===== src/rtl/parking_gate_ctrl.sv =====
// parking_gate_ctrl
// Lane controller in front of the parking occupancy counter. It runs one entry
// lane and one exit lane. It debounces the loop and beam sensors, checks the
// vacancy flags, drives both barriers, and emits 1-cycle pass events.
//
// Optional feature: define GATE_STATS_EN to add the rej_count and tmo_count
// outputs. These are saturating counts of refused entries and entry timeouts.
//
// Ports
//   clk, rst                  clock; asynchronous active-high reset
//   en_loop, en_pass          raw entry loop and beam sensors
//   en_badge_valid/_uni       1-cycle badge strobe and its class (1 = university)
//   ex_loop, ex_pass          raw exit loop and beam sensors
//   ex_is_uni                 exit vehicle class, sampled on debounced ex_loop rise
//   uni_is_vacated_space      counter reports a university space is free
//   is_vacated_space          counter reports a public space is free
//   en_barrier_open           entry barrier drive
//   ex_barrier_open           exit barrier drive
//   car_entered/_exited       1-cycle events to the counter, never high together
//   is_uni_car_entered/exited class of the event; 0 when no event is present
//   en_reject, en_timeout     1-cycle entry refusal and entry timeout pulses
//   dbg_en_state, dbg_ex_state  current FSM states, for observation only
//
// Handshake: the event outputs are valid-only pulses with no ready signal. The
// counter must accept every pulse. This block arbitrates internally, so at most
// one event is presented per cycle.
module parking_gate_ctrl #(
  parameter int DEBOUNCE     = 4,
  parameter int OPEN_TIMEOUT = 1000
) (
  input  logic        clk,
  input  logic        rst,
  input  logic        en_loop,
  input  logic        en_badge_valid,
  input  logic        en_badge_uni,
  input  logic        en_pass,
  input  logic        ex_loop,
  input  logic        ex_is_uni,
  input  logic        ex_pass,
  input  logic        uni_is_vacated_space,
  input  logic        is_vacated_space,
  output logic        en_barrier_open,
  output logic        ex_barrier_open,
  output logic        car_entered,
  output logic        is_uni_car_entered,
  output logic        car_exited,
  output logic        is_uni_car_exited,
  output logic        en_reject,
  output logic        en_timeout,
  output logic [2:0]  dbg_en_state,
  output logic [2:0]  dbg_ex_state
`ifdef GATE_STATS_EN
  ,
  output logic [15:0] rej_count,
  output logic [15:0] tmo_count
`endif
);

  localparam int CW = (DEBOUNCE > 1) ? $clog2(DEBOUNCE) : 1;
  localparam int TW = ($clog2(OPEN_TIMEOUT + 1) > 10) ? $clog2(OPEN_TIMEOUT + 1) : 10;

  typedef enum logic [2:0] {
    EN_IDLE, EN_WAIT_BADGE, EN_CHECK, EN_OPEN, EN_REJECT, EN_COMMIT, EN_CLOSE
  } en_state_e;

  typedef enum logic [2:0] {
    EX_IDLE, EX_OPEN, EX_COMMIT, EX_CLOSE
  } ex_state_e;

  // Sensor order: 0 en_loop, 1 en_pass, 2 ex_loop, 3 ex_pass
  logic [3:0]    raw;
  logic [3:0]    sync1_q, sync2_q, deb_q;
  logic [CW-1:0] cnt_q [4];
  logic          en_pass_prev_q, ex_loop_prev_q, ex_pass_prev_q;

  assign raw = {ex_pass, ex_loop, en_pass, en_loop};

  // A synchronized bit must disagree with its debounced value for DEBOUNCE
  // consecutive cycles before the debounced value follows it.
  always_ff @(posedge clk or posedge rst) begin
    if (rst) begin
      sync1_q        <= '0;
      sync2_q        <= '0;
      deb_q          <= '0;
      en_pass_prev_q <= 1'b0;
      ex_loop_prev_q <= 1'b0;
      ex_pass_prev_q <= 1'b0;
      for (int i = 0; i < 4; i++) cnt_q[i] <= '0;
    end else begin
      sync1_q        <= raw;
      sync2_q        <= sync1_q;
      en_pass_prev_q <= deb_q[1];
      ex_loop_prev_q <= deb_q[2];
      ex_pass_prev_q <= deb_q[3];
      for (int i = 0; i < 4; i++) begin
        if (sync2_q[i] == deb_q[i]) begin
          cnt_q[i] <= '0;
        end else if (cnt_q[i] == CW'(DEBOUNCE - 1)) begin
          deb_q[i] <= sync2_q[i];
          cnt_q[i] <= '0;
        end else begin
          cnt_q[i] <= cnt_q[i] + 1'b1;
        end
      end
    end
  end

  logic en_loop_d, en_pass_d, ex_loop_d, ex_pass_d;
  logic en_pass_rise, ex_loop_rise, ex_pass_rise;
  assign en_loop_d    = deb_q[0];
  assign en_pass_d    = deb_q[1];
  assign ex_loop_d    = deb_q[2];
  assign ex_pass_d    = deb_q[3];
  assign en_pass_rise = en_pass_d & ~en_pass_prev_q;
  assign ex_loop_rise = ex_loop_d & ~ex_loop_prev_q;
  assign ex_pass_rise = ex_pass_d & ~ex_pass_prev_q;

  en_state_e     en_state_q;
  ex_state_e     ex_state_q;
  logic          en_uni_q, ex_uni_q;
  logic [TW-1:0] timer_q;
  logic          en_barrier_q, ex_barrier_q, en_reject_q, en_timeout_q;
  logic          en_req, ex_req, en_grant, ex_grant, vac_ok;

  // Entry always wins. A waiting exit stays in COMMIT until a cycle arrives
  // in which entry is not requesting.
  assign en_req   = (en_state_q == EN_COMMIT);
  assign ex_req   = (ex_state_q == EX_COMMIT);
  assign en_grant = en_req;
  assign ex_grant = ex_req & ~en_req;
  assign vac_ok   = en_uni_q ? uni_is_vacated_space : is_vacated_space;

  // Entry lane FSM. Vacancy is looked at only in CHECK. Once the barrier is
  // open, a flag drop does not close it.
  always_ff @(posedge clk or posedge rst) begin
    if (rst) begin
      en_state_q   <= EN_IDLE;
      en_uni_q     <= 1'b0;
      timer_q      <= '0;
      en_barrier_q <= 1'b0;
      en_reject_q  <= 1'b0;
      en_timeout_q <= 1'b0;
    end else begin
      en_reject_q  <= 1'b0;
      en_timeout_q <= 1'b0;
      case (en_state_q)
        EN_IDLE:       if (en_loop_d) en_state_q <= EN_WAIT_BADGE;
        EN_WAIT_BADGE: begin
          if (!en_loop_d) begin
            en_state_q <= EN_IDLE;
          end else if (en_badge_valid) begin
            en_state_q <= EN_CHECK;
            en_uni_q   <= en_badge_uni;
          end
        end
        EN_CHECK: begin
          if (vac_ok) begin
            en_state_q   <= EN_OPEN;
            en_barrier_q <= 1'b1;
            timer_q      <= '0;
          end else begin
            en_state_q  <= EN_REJECT;
            en_reject_q <= 1'b1;
          end
        end
        EN_REJECT:     if (!en_loop_d) en_state_q <= EN_IDLE;
        EN_OPEN: begin
          // timer_q counts completed OPEN cycles. The last one expires here.
          if (en_pass_rise) begin
            en_state_q <= EN_COMMIT;
          end else if (timer_q == TW'(OPEN_TIMEOUT - 1)) begin
            en_state_q   <= EN_IDLE;
            en_barrier_q <= 1'b0;
            en_timeout_q <= 1'b1;
          end else begin
            timer_q <= timer_q + 1'b1;
          end
        end
        EN_COMMIT: begin
          if (en_grant) begin
            en_state_q   <= EN_CLOSE;
            en_barrier_q <= 1'b0;
          end
        end
        EN_CLOSE:      if (!en_loop_d && !en_pass_d) en_state_q <= EN_IDLE;
        default:       en_state_q <= EN_IDLE;
      endcase
    end
  end

  // Exit lane FSM. The exit barrier has no timeout.
  always_ff @(posedge clk or posedge rst) begin
    if (rst) begin
      ex_state_q   <= EX_IDLE;
      ex_uni_q     <= 1'b0;
      ex_barrier_q <= 1'b0;
    end else begin
      case (ex_state_q)
        EX_IDLE: begin
          if (ex_loop_rise) begin
            ex_state_q   <= EX_OPEN;
            ex_uni_q     <= ex_is_uni;
            ex_barrier_q <= 1'b1;
          end
        end
        EX_OPEN:   if (ex_pass_rise) ex_state_q <= EX_COMMIT;
        EX_COMMIT: begin
          if (ex_grant) begin
            ex_state_q   <= EX_CLOSE;
            ex_barrier_q <= 1'b0;
          end
        end
        EX_CLOSE:  if (!ex_loop_d && !ex_pass_d) ex_state_q <= EX_IDLE;
        default:   ex_state_q <= EX_IDLE;
      endcase
    end
  end

  // A grant in cycle N produces the event pulse in cycle N+1.
  logic car_entered_q, uni_entered_q, car_exited_q, uni_exited_q;
  always_ff @(posedge clk or posedge rst) begin
    if (rst) begin
      car_entered_q <= 1'b0;
      uni_entered_q <= 1'b0;
      car_exited_q  <= 1'b0;
      uni_exited_q  <= 1'b0;
    end else begin
      car_entered_q <= en_grant;
      uni_entered_q <= en_grant & en_uni_q;
      car_exited_q  <= ex_grant;
      uni_exited_q  <= ex_grant & ex_uni_q;
    end
  end

`ifdef GATE_STATS_EN
  logic [15:0] rej_cnt_q, tmo_cnt_q;
  always_ff @(posedge clk or posedge rst) begin
    if (rst) begin
      rej_cnt_q <= '0;
      tmo_cnt_q <= '0;
    end else begin
      if (en_reject_q && rej_cnt_q != 16'hFFFF) rej_cnt_q <= rej_cnt_q + 16'd1;
      if (en_timeout_q && tmo_cnt_q != 16'hFFFF) tmo_cnt_q <= tmo_cnt_q + 16'd1;
    end
  end
  assign rej_count = rej_cnt_q;
  assign tmo_count = tmo_cnt_q;
`endif

  assign en_barrier_open    = en_barrier_q;
  assign ex_barrier_open    = ex_barrier_q;
  assign car_entered        = car_entered_q;
  assign is_uni_car_entered = uni_entered_q;
  assign car_exited         = car_exited_q;
  assign is_uni_car_exited  = uni_exited_q;
  assign en_reject          = en_reject_q;
  assign en_timeout         = en_timeout_q;
  assign dbg_en_state       = en_state_q;
  assign dbg_ex_state       = ex_state_q;

endmodule


===== config.mk =====
export PLATFORM = sky130hd
export DESIGN_NAME = parking_gate_ctrl
export DESIGN_NICKNAME = d
export VERILOG_FILES = /design/src/rtl/parking_gate_ctrl.sv
export SDC_FILE = /design/constraint.sdc
export NUM_CORES = 1
export LEC_CHECK = 0
export CORE_MARGIN = 3
export CORE_UTILIZATION = 35
export CTS_CLUSTER_DIAMETER = 120
export DETAILED_ROUTE_END_ITERATION = 8
export PLACE_DENSITY = 0.54
export SYNTH_ARGS = -nofsm -noshare
export SYNTH_HDL_FRONTEND = slang
export SYNTH_SLANG_ARGS = --single-unit

===== constraint.sdc =====
create_clock -name clk -period 2.78 [get_ports clk]
set_input_delay 0.278 -clock clk [delete_from_list [all_inputs] [get_ports clk]]
set_output_delay 0.278 -clock clk [all_outputs]
set_load 0.01 [all_outputs]

* Word-level counts from Yosys, hierarchy flattened
Index checks and enable logic that the tools add are counted.
** Word-level totals
- Flip-flop bits (word level) :: 49
- Latch bits :: 0
- Bits in writable memories :: 0
- Memory bits (read-only) :: 0
- Input bits :: 11
- Output and inout bits :: 14
- Word-level logic and storage cells :: 137
- Memories :: 0
** Operators by class
- $add $sub $neg :: 5
- Multipliers :: 0
- Divide/modulo/power cells :: 0
- Magnitude comparators :: 0
- Equality and inequality tests :: 31
- Shifts and indexed selects :: 0
- Mux-type cells :: 39
- Bitwise operators :: 14
- Reduce and logical (&&, ||, !) cells :: 22
** Operators with widths (number)
- two-way mux 3 bit :: 12
- two-way mux 10 bit :: 3
- one-hot mux 3 bit (7 select lines) :: 1
- != test 2 bit, second input constant :: 10
- one-hot mux 10 bit (2 select lines) :: 1
- two-way mux 2 bit :: 8
- equality test 3 x 2 -> 1 bit, second input constant :: 4
- one-hot mux 3 bit (4 select lines) :: 1
- AND reduction 4 bit :: 3
- two-way mux 1 bit :: 11
- adder 10 x 1 -> 10 bit, second input constant :: 1
- equality test 10 bit, second input constant :: 1
- AND reduction 2 bit :: 5
- equality test 3 bit, second input constant :: 3
- adder 2 x 1 -> 2 bit, second input constant :: 4
- equality test 2 bit, second input constant :: 4
- inverter 1 bit :: 8
- bitwise AND 1 bit :: 6
- equality test 3 x 1 -> 1 bit, second input constant :: 2
- zero test 3 bit :: 2
- != test 3 bit, second input constant :: 2
- AND reduction 3 bit :: 2
- AND reduction 5 bit :: 1
- equality test 1 bit :: 4
- 7 further kinds :: 12

* Depth between registers and ports, before layout
Gate-level depths: netlist of run 1.
- Depth in word-level cells :: 5
- Mapped depth :: 7
- Gate-level depth less buffers :: 6

* Least setup slack after synthesis of run 1
Ideal clock, no wire load.
- Path kind :: reg2reg
- From :: register timer_q[0]
- To :: register timer_q[9]
- Setup time :: 0.078 ns
- Arrival :: 1.987 ns
- Required time :: 2.702 ns
- Slack :: 0.715 ns
- Cell stages (with the launch flop) :: 7
- Clock period less this slack :: 2.065 ns
- Cell sequence :: dfrtp_1 -> ha_1 -> and4_2 -> a211o_1 -> a311o_1 -> or3_1 -> a21oi_1
** Between the ends
- Longest elaborated chain between the ends :: 4
- Elaborated cells on any way between the ends :: 7
** Ends and longest elaborated chain
- start: declaration :: RTL line 121 : logic [TW-1:0] timer_q;
- start signal: assignment :: RTL line 176 : timer_q <= timer_q + 1'b1;
- adder 10 x 1 -> 10 bit :: RTL line 176
- two-way mux 10 bit :: RTL line 171 : end else if (timer_q == TW'(OPEN_TIMEOUT - 1)) begin
- two-way mux 10 bit :: RTL line 169 : if (en_pass_rise) begin
- one-hot mux 10 bit (2 select lines) :: RTL line 146 : case (en_state_q)
Several ways; a longest one is shown, not always the timed one. The select of a mux whose other input is x is not followed.
A chain may end at the register's enable or synchronous reset.

* Worst setup path after layout of run 1
- From :: register timer_q[0]
- To :: register timer_q[3]
The elaborated chain is that of the path after synthesis.

==> metrics.md, run 1 <==
| Metric | Value |
|---|---|
| Yosys Warn Count | `0` |
| Tcrit/Tclk final | `0.817` |
| Largest delay share family, worst path | `simple AND/OR/NAND/NOR gates` |
| Worst setup EP type | `register` |
| Top post-synthesis cells by area | `dfrtp_1 55%, ha_1 5.2%, mux2_2 4.1%` |
| Die height | `85.0 um` |
| Buf/Inv on CP | `0` |
| TritonRoute pass-1 iters | `4` |
| Area growth syn-to-layout | `19.4%` |
| Clock transition at the registers of the reported paths | `90 ps` |
| Number of fill cells | `about 560` |
| Die area | `roughly 7200 um2` |
| Most common cell after layout, fill and taps aside | `dfrtp_1` |
| Power Dens Cells | `1040 nW/um2` |
| Gr busiest metal | `met2` |
| Most used cells in the layout excluding fill and tap cells | `48 x dfrtp_1, 23 x clkdlybuf4s50_1, 17 x nand2_1` |
| Post-route minimum period | `roughly 2300 ps` |
| Post-CTS resize count | `0` |
| GRT Total Usage | `0.119` |
| Maximum vdd drop | `0.514 mV` |
| Critical Path AT | `2510 ps` |
| Critical path startpoint category | `register` |
| Share of the synthesized area in the top cell type | `0.550` |
| Nets@finish | `~240` |
| Drt drc | `0` |
| Vias in the first global route | `about 1,400` |
| Core area | `approximately 6000 um2` |
| Vias per cell | `between 5 and 6` |
| CTS H-tree depth | `2` |
| Run status | `completed` |
| Hold Violations, Final | `0` |
| Clock Skews | `between 3 and 4 ps` |
| Post-synth EDFFs | `0` |
| Setup WS post-layout | `510 ps` |
| Clock root buffer | `clkbuf_8` |
| Worst-Margin Slew | `about 700 ps` |
| Total CTS buffers | `5` |
| Hold_buf cts | `0` |
| First-pass GRT wire length | `between 6000 and 7000 um` |
| Clk sinks | `48` |
| Final total power | `between 2 and 3 mW` |
| Crit path cell chain | `ha_1 -> and4_2 -> nand3_1 -> a31oi_1 -> or4_2 -> nand2_1` |
| Antenna cells | `0` |
| HPWL Detailed | `about 2800 um` |
| #FFs+latches synth | `48` |
| Worst-Skew Late Latency | `between 200 and 300 ps` |
| Row cnt | `28` |
| Slew Limit Fails | `0` |
| Critical path class | `reg2reg` |
| Worst min path class | `reg2reg` |
| Setup violators final | `0` |
| RSZ-0062 raised after global routing | `no` |
| DR vias | `roughly 1,500` |
| Synthesized instance count | `roughly 200` |
| 1st-iter DRT viols | `67` |
| Fin area | `between 2000 and 3000 um2` |
| Routed Antenna Nets | `0` |
| GR Util met1 | `0.171` |
| Yosys top cell by area | `dfrtp_1` |
| Async S/R FF share, synth | `1.00` |
| Syn_area_per_cell | `11.2 um2` |
| Starting density of the core | `0.364` |
| Port-buffer cells | `23` |
| Top_reg_cell synth | `dfrtp_1` |
| Sequential-to-total area share from yosys stat | `0.550` |
| Pin count of the biggest net entering global routing | `roughly 50` |
| Postcts setup bufs | `0` |
| Placed Area | `approximately 2500 um2` |
| Initial antenna violation count | `0` |
| Rel. slew slack | `0.533` |
| Fraction of layout instances using a drive strength above 1 | `0.117` |
| Leak | `between 1 and 1.5 nW` |
| F_max | `~0.44 GHz` |
| Flop-to-flop setup slack | `just over 500 ps` |
| GR Util met2 | `0.174` |
| Num ports | `25` |
| Syn Nets | `215` |
| Maxcap violations | `0` |
| Synth unique cells | `between 40 and 50` |
| Routed wire per std cell | `about 13 um` |
| Grt ovf | `0` |
| Met3 usage | `0.0320` |
| WHS | `approximately 350 ps` |
| Post-synthesis instance area | `roughly 2200 um2` |
| Crit path required time | `~3000 ps` |
| Setup WS pre-CTS | `~540 ps` |
| Worst path slowest cell | `or4_2` |
| Crit path max fanout | `10` |
| Die W | `~85 um` |
| RD Place Congestion | `0.866` |
| Maximum buffer depth of the clock tree | `2` |
| Crit-path max cell delay | `between 600 and 700 ps` |
| CTS tree | `done` |
| Post-Route WL | `about 4000 um` |
| Setup TNS | `0 ps` |
Yosys cell counts, drive strengths merged (2+ instances only):
master,count
nor3,7
or3,3
a21oi,9
nor2,10
a211oi,4
nand2,17
a22o,2
a31oi,3
and4,2
buf,3
xnor2,6
dfrtp,48
ha,9
o211ai,2
o21ai,10
or2b,2
nand3,5
o31ai,3
nor2b,7
or4,3
mux2i,2
inv,7
clkbuf,3
mux2,8
and3,3
a221oi,2
cells by family after synthesis:
logic type | after synthesis | synth area share
XOR/XNOR | 7 | 0.0281
AO/OA/AOI/OAI | 40 | 0.118
adder cells (fa/ha/maj) | 9 | 0.0516
AND/OR/NAND/NOR | 67 | 0.169
multiplexers | 10 | 0.0504
flip-flops | 48 | 0.550
buffers and inverters | 13 | 0.0309
other | 1 | 0.00172
flip-flops by register name (all words and copies together), names as in the netlist, 2 cells and up:
name          cells
timer_q          10
cnt_q             8
deb_q             4
sync1_q           4
sync2_q           4
dbg_en_state      3
dbg_ex_state      2
stage by stage:
step,std cells,util
floorplan,195,-
global placement,289,0.414
detailed placement,289,0.414
CTS,297,0.435
global route,297,0.435
finish,297,0.435
layout make-up:
type                       count  area [um2]  share of cell area
clock buffer                   7        96.3              0.0369
timing repair buffer          25         245              0.0940
sequential                    48        1200               0.461
tap                           75        93.8              0.0360
clock inverter                 1        30.0              0.0115
inverter                       7        26.3              0.0101
multi-input combinational    134         915               0.351
power by group:
group | internal (mW) | leakage [nW] | switching (mW) | total [mW]
clock | 0.317 | 0.0645 | 0.225 | 0.543
combinational | 0.507 | 0.464 | 0.489 | 0.996
sequential | 0.946 | 0.606 | 0.238 | 1.18
path summary, 6_finish.rpt:
path,start,to,cells after the start
setup / recovery,timer_q[0],timer_q[3],6
hold / removal,sync1_q[2],sync2_q[2],0
setup reg to reg,timer_q[0],timer_q[3],6
hold reg to reg,sync1_q[2],sync2_q[2],0
max in group asynchronous,rst,dbg_en_state[1],3
min in group asynchronous,rst,cnt_q[0],3
per-layer routing:
metal,share of wire,vias up
met4,0.015,0
li1,-,748
met3,0.041,6
met2,0.43,29
met5,0,-
met1,0.52,732
Power figures use the tool's default switching activity.
==> inputs of run 2 (changes only) <==
==> constraint.sdc (replaced) <==
create_clock -name clk -period 2.2 [get_ports clk]
set_input_delay 0.22 -clock clk [delete_from_list [all_inputs] [get_ports clk]]
set_output_delay 0.22 -clock clk [all_outputs]
set_load 0.01 [all_outputs]
==> metrics.md, run 2 (synthesis gave the netlist of run 1 again) <==
| Metric | Value |
|---|---|
| Area growth syn-to-layout | `23.2% (was 19.4%)` |
| NetSw | `1.24 mW (was 953 uW)` |
| Placed Area | `2560 um2 (was 2480 um2)` |
| Die area | `7220 um2 (unchanged)` |
| Most common cell after layout, fill and taps aside | `dfrtp_1 (unchanged)` |
| RD Place Congestion | `0.782 (was 0.866)` |
| Crit path max fanout | `4 (was 10)` |
| Drt drc | `0 (unchanged)` |
| Crit. path cell count | `6 (unchanged)` |
| Setup crit end | `timer_q[9] (was timer_q[3])` |
| GRT Total Usage | `0.128 (was 0.119)` |
| Fin area | `2690 um2 (was 2610 um2)` |
| Post-route minimum period | `2100 ps (was 2270 ps)` |
| Pin count of the biggest net entering global routing | `49 (unchanged)` |
| Sequential share of power | `0.416 (was 0.435)` |
| Final total power | `3.52 mW (was 2.72 mW)` |
| Combinational share of power | `0.398 (was 0.366)` |
| Die height | `85.0 um (unchanged)` |
| CP Launch Point | `timer_q[1] (was timer_q[0])` |
| Core area | `5990 um2 (unchanged)` |
| First-pass GRT wire length | `7380 um (was 6890 um)` |
| Crit-path max cell delay | `410 ps (was 670 ps)` |
| RSZ-0062 raised after global routing | `no (unchanged)` |
| Crit path required time | `2440 ps (was 3020 ps)` |
| Worst min path class | `in2async (was reg2reg)` |
| Flop-to-flop setup slack | `100 ps (was 510 ps)` |
| Num ports | `25 (unchanged)` |
| Row cnt | `28 (unchanged)` |
| Leak | `1.17 nW (was 1.13 nW)` |
| Setup violators final | `0 (unchanged)` |
| Crit path cell chain | `ha_2 -> and4_2 -> a211o_1 -> a311o_1 -> or3_1 -> a21oi_2 (was ha_1 -> and4_2 -> nand3_1 -> a31oi_1 -> or4_2 -> nand2_1)` |
| Critical Path AT | `2340 ps (was 2510 ps)` |
| HPWL Detailed | `2890 um (was 2760 um)` |
| Post-Route WL | `4020 um (was 3940 um)` |
| Reg with most FFs | `timer_q (unchanged)` |
| 1st-iter DRT viols | `82 (was 67)` |
| Worst setup EP type | `register (unchanged)` |
| CTS H-tree depth | `2 (unchanged)` |
| F_max | `0.476 GHz (was 0.441 GHz)` |
| Hold_buf cts | `0 (unchanged)` |
| Clock transition at the registers of the reported paths | `90 ps (about the same)` |
| Worst path slowest cell | `dfrtp_1 (was or4_2)` |
| Clock Skews | `2.84 ps (was 3.12 ps)` |
| Hold Violations, Final | `0 (unchanged)` |
| Vias per cell | `5.00 (was 5.10)` |
| Maximum vdd drop | `0.455 mV (was 0.514 mV)` |
| Reg2Reg Depth | `6 (unchanged)` |
| Starting density of the core | `0.364 (unchanged)` |
| Clk pwr share | `0.185 (was 0.199)` |
| Buf/Inv on CP | `0 (unchanged)` |
| RR Startpoint | `timer_q[1] (was timer_q[0])` |
| Rel. slew slack | `0.666 (was 0.533)` |
| DR vias | `1,535 (was 1,515)` |
| Routed Antenna Nets | `0 (unchanged)` |
| Fraction of layout instances using a drive strength above 1 | `0.164 (was 0.117)` |
| Worst R2R End | `timer_q[9] (was timer_q[3])` |
| Nets@finish | `251 (was 241)` |
| Routed wire per std cell | `13.1 um (was 13.2 um)` |
| Total CTS buffers | `5 (unchanged)` |
| Critical path startpoint category | `register (unchanged)` |
| Antenna cells | `0 (unchanged)` |
| Power Dens Cells | `1310 nW/um2 (was 1040 nW/um2)` |
| Clk sinks | `48 (unchanged)` |
| Sw frac | `0.353 (was 0.350)` |
| Setup TNS | `0 ps (unchanged)` |
| WHS | `260 ps (was 353 ps)` |
| Die W | `85.0 um (unchanged)` |
| Max FFs per register | `10 (unchanged)` |
| Maxcap violations | `0 (unchanged)` |
| Worst-Skew Late Latency | `300 ps (was 290 ps)` |
| Slew Limit Fails | `0 (unchanged)` |
| Vias in the first global route | `1,540 (was 1,445)` |
| Pint | `2.28 mW (was 1.77 mW)` |
| TritonRoute pass-1 iters | `4 (unchanged)` |
| Grt ovf | `0 (unchanged)` |
| Worst-Margin Slew | `499 ps (was 698 ps)` |
| Maximum buffer depth of the clock tree | `2 (unchanged)` |
| Run status | `completed (unchanged)` |
| Initial antenna violation count | `0 (unchanged)` |
| Largest delay share family, worst path | `compound AO/OA/AOI/OAI gates (was simple AND/OR/NAND/NOR gates)` |
| Most used cells in the layout excluding fill and tap cells | `48 x dfrtp_1, 23 x clkdlybuf4s50_1, 17 x nand2_1 (unchanged)` |
| CTS tree | `done (unchanged)` |
| Biggest regs | `timer_q (10), cnt_q (8) (unchanged)` |
| Critical path class | `reg2reg (unchanged)` |
| Clock root buffer | `clkbuf_8 (unchanged)` |
| Port-buffer cells | `23 (unchanged)` |
| Tcrit/Tclk final | `0.955 (was 0.817)` |
[run 2: cell count changes in the layout (fill, tap and decap cells not counted)]
cell and change:
ha_1 -1, inv_6 +1, clkbuf_8 -2, buf_4 +9
clkinvlp_4 +1, buf_12 +1, ha_2 +1, a21oi_2 +1
a21oi_1 -1
[run 2: layout make-up]
cell class                      instances  area (um2)
Sequential cell                        48        1200
Tap cell                               75        93.8
Inverter                                7        26.3
Clock buffer                            5        68.8
Timing Repair Buffer                   35         333
Clock inverter                          3        46.3
Multi-Input combinational cell        134         921
Fill cell                             565        3300
[run 2: per-layer routing]
layer / GRT usage / vias up / part of all wire / wire length (um)
li1: - / 766 / - / -
met1: 0.188 / 736 / 0.50 / 2020
met2: 0.181 / 26 / 0.44 / 1760
met3: 0.0320 / 7 / 0.043 / 174
met4: 0.0489 / 0 / 0.018 / 72
met5: 0 / - / 0 / 0
[run 2: worst min-delay path, delay by kind of cell]
kind / cells / cell delay (ps)
buffers and inverters: 3 / 730
[run 2: through the flow]
| step | cells | setup slack (ps) | util |
|---|---|---|---|
| floorplan | 195 | 135 | - |
| global placement | 298 | 127 | 0.428 |
| detailed placement | 298 | 70.6 | 0.428 |
| CTS | 306 | 61.0 | 0.447 |
| global route | 307 | 5.09 | 0.449 |
| finish | 307 | 99.9 | 0.449 |
[run 2: how the worst min path moves through the flow]
stage                     slack [ps]         end  cells past startpoint
after floorplan                  250  sync1_q[0]                      0
after global placement           330  sync2_q[2]                      0
after detailed placement         340  sync2_q[0]                      0
after CTS                        270    cnt_q[5]                      3
after global routing             300    cnt_q[5]                      3
final                            260    cnt_q[5]                      3
[run 2: timing repair]
item / 4_1_cts / 5_1_grt
gates resized for setup: 0 / 2
setup endpoints to repair: 0 / 1
setup buffers: 0 / 1
[run 2: power groups by stage]
stage               registers (mW)  clock network, mW  logic [mW]
floorplan                     1.45                  0       0.916
global placement              1.48                  0        1.40
detailed placement            1.48                  0        1.41
CTS                           1.47              0.682        1.41
global route                  1.53              0.721        1.59
finish                        1.47              0.652        1.40
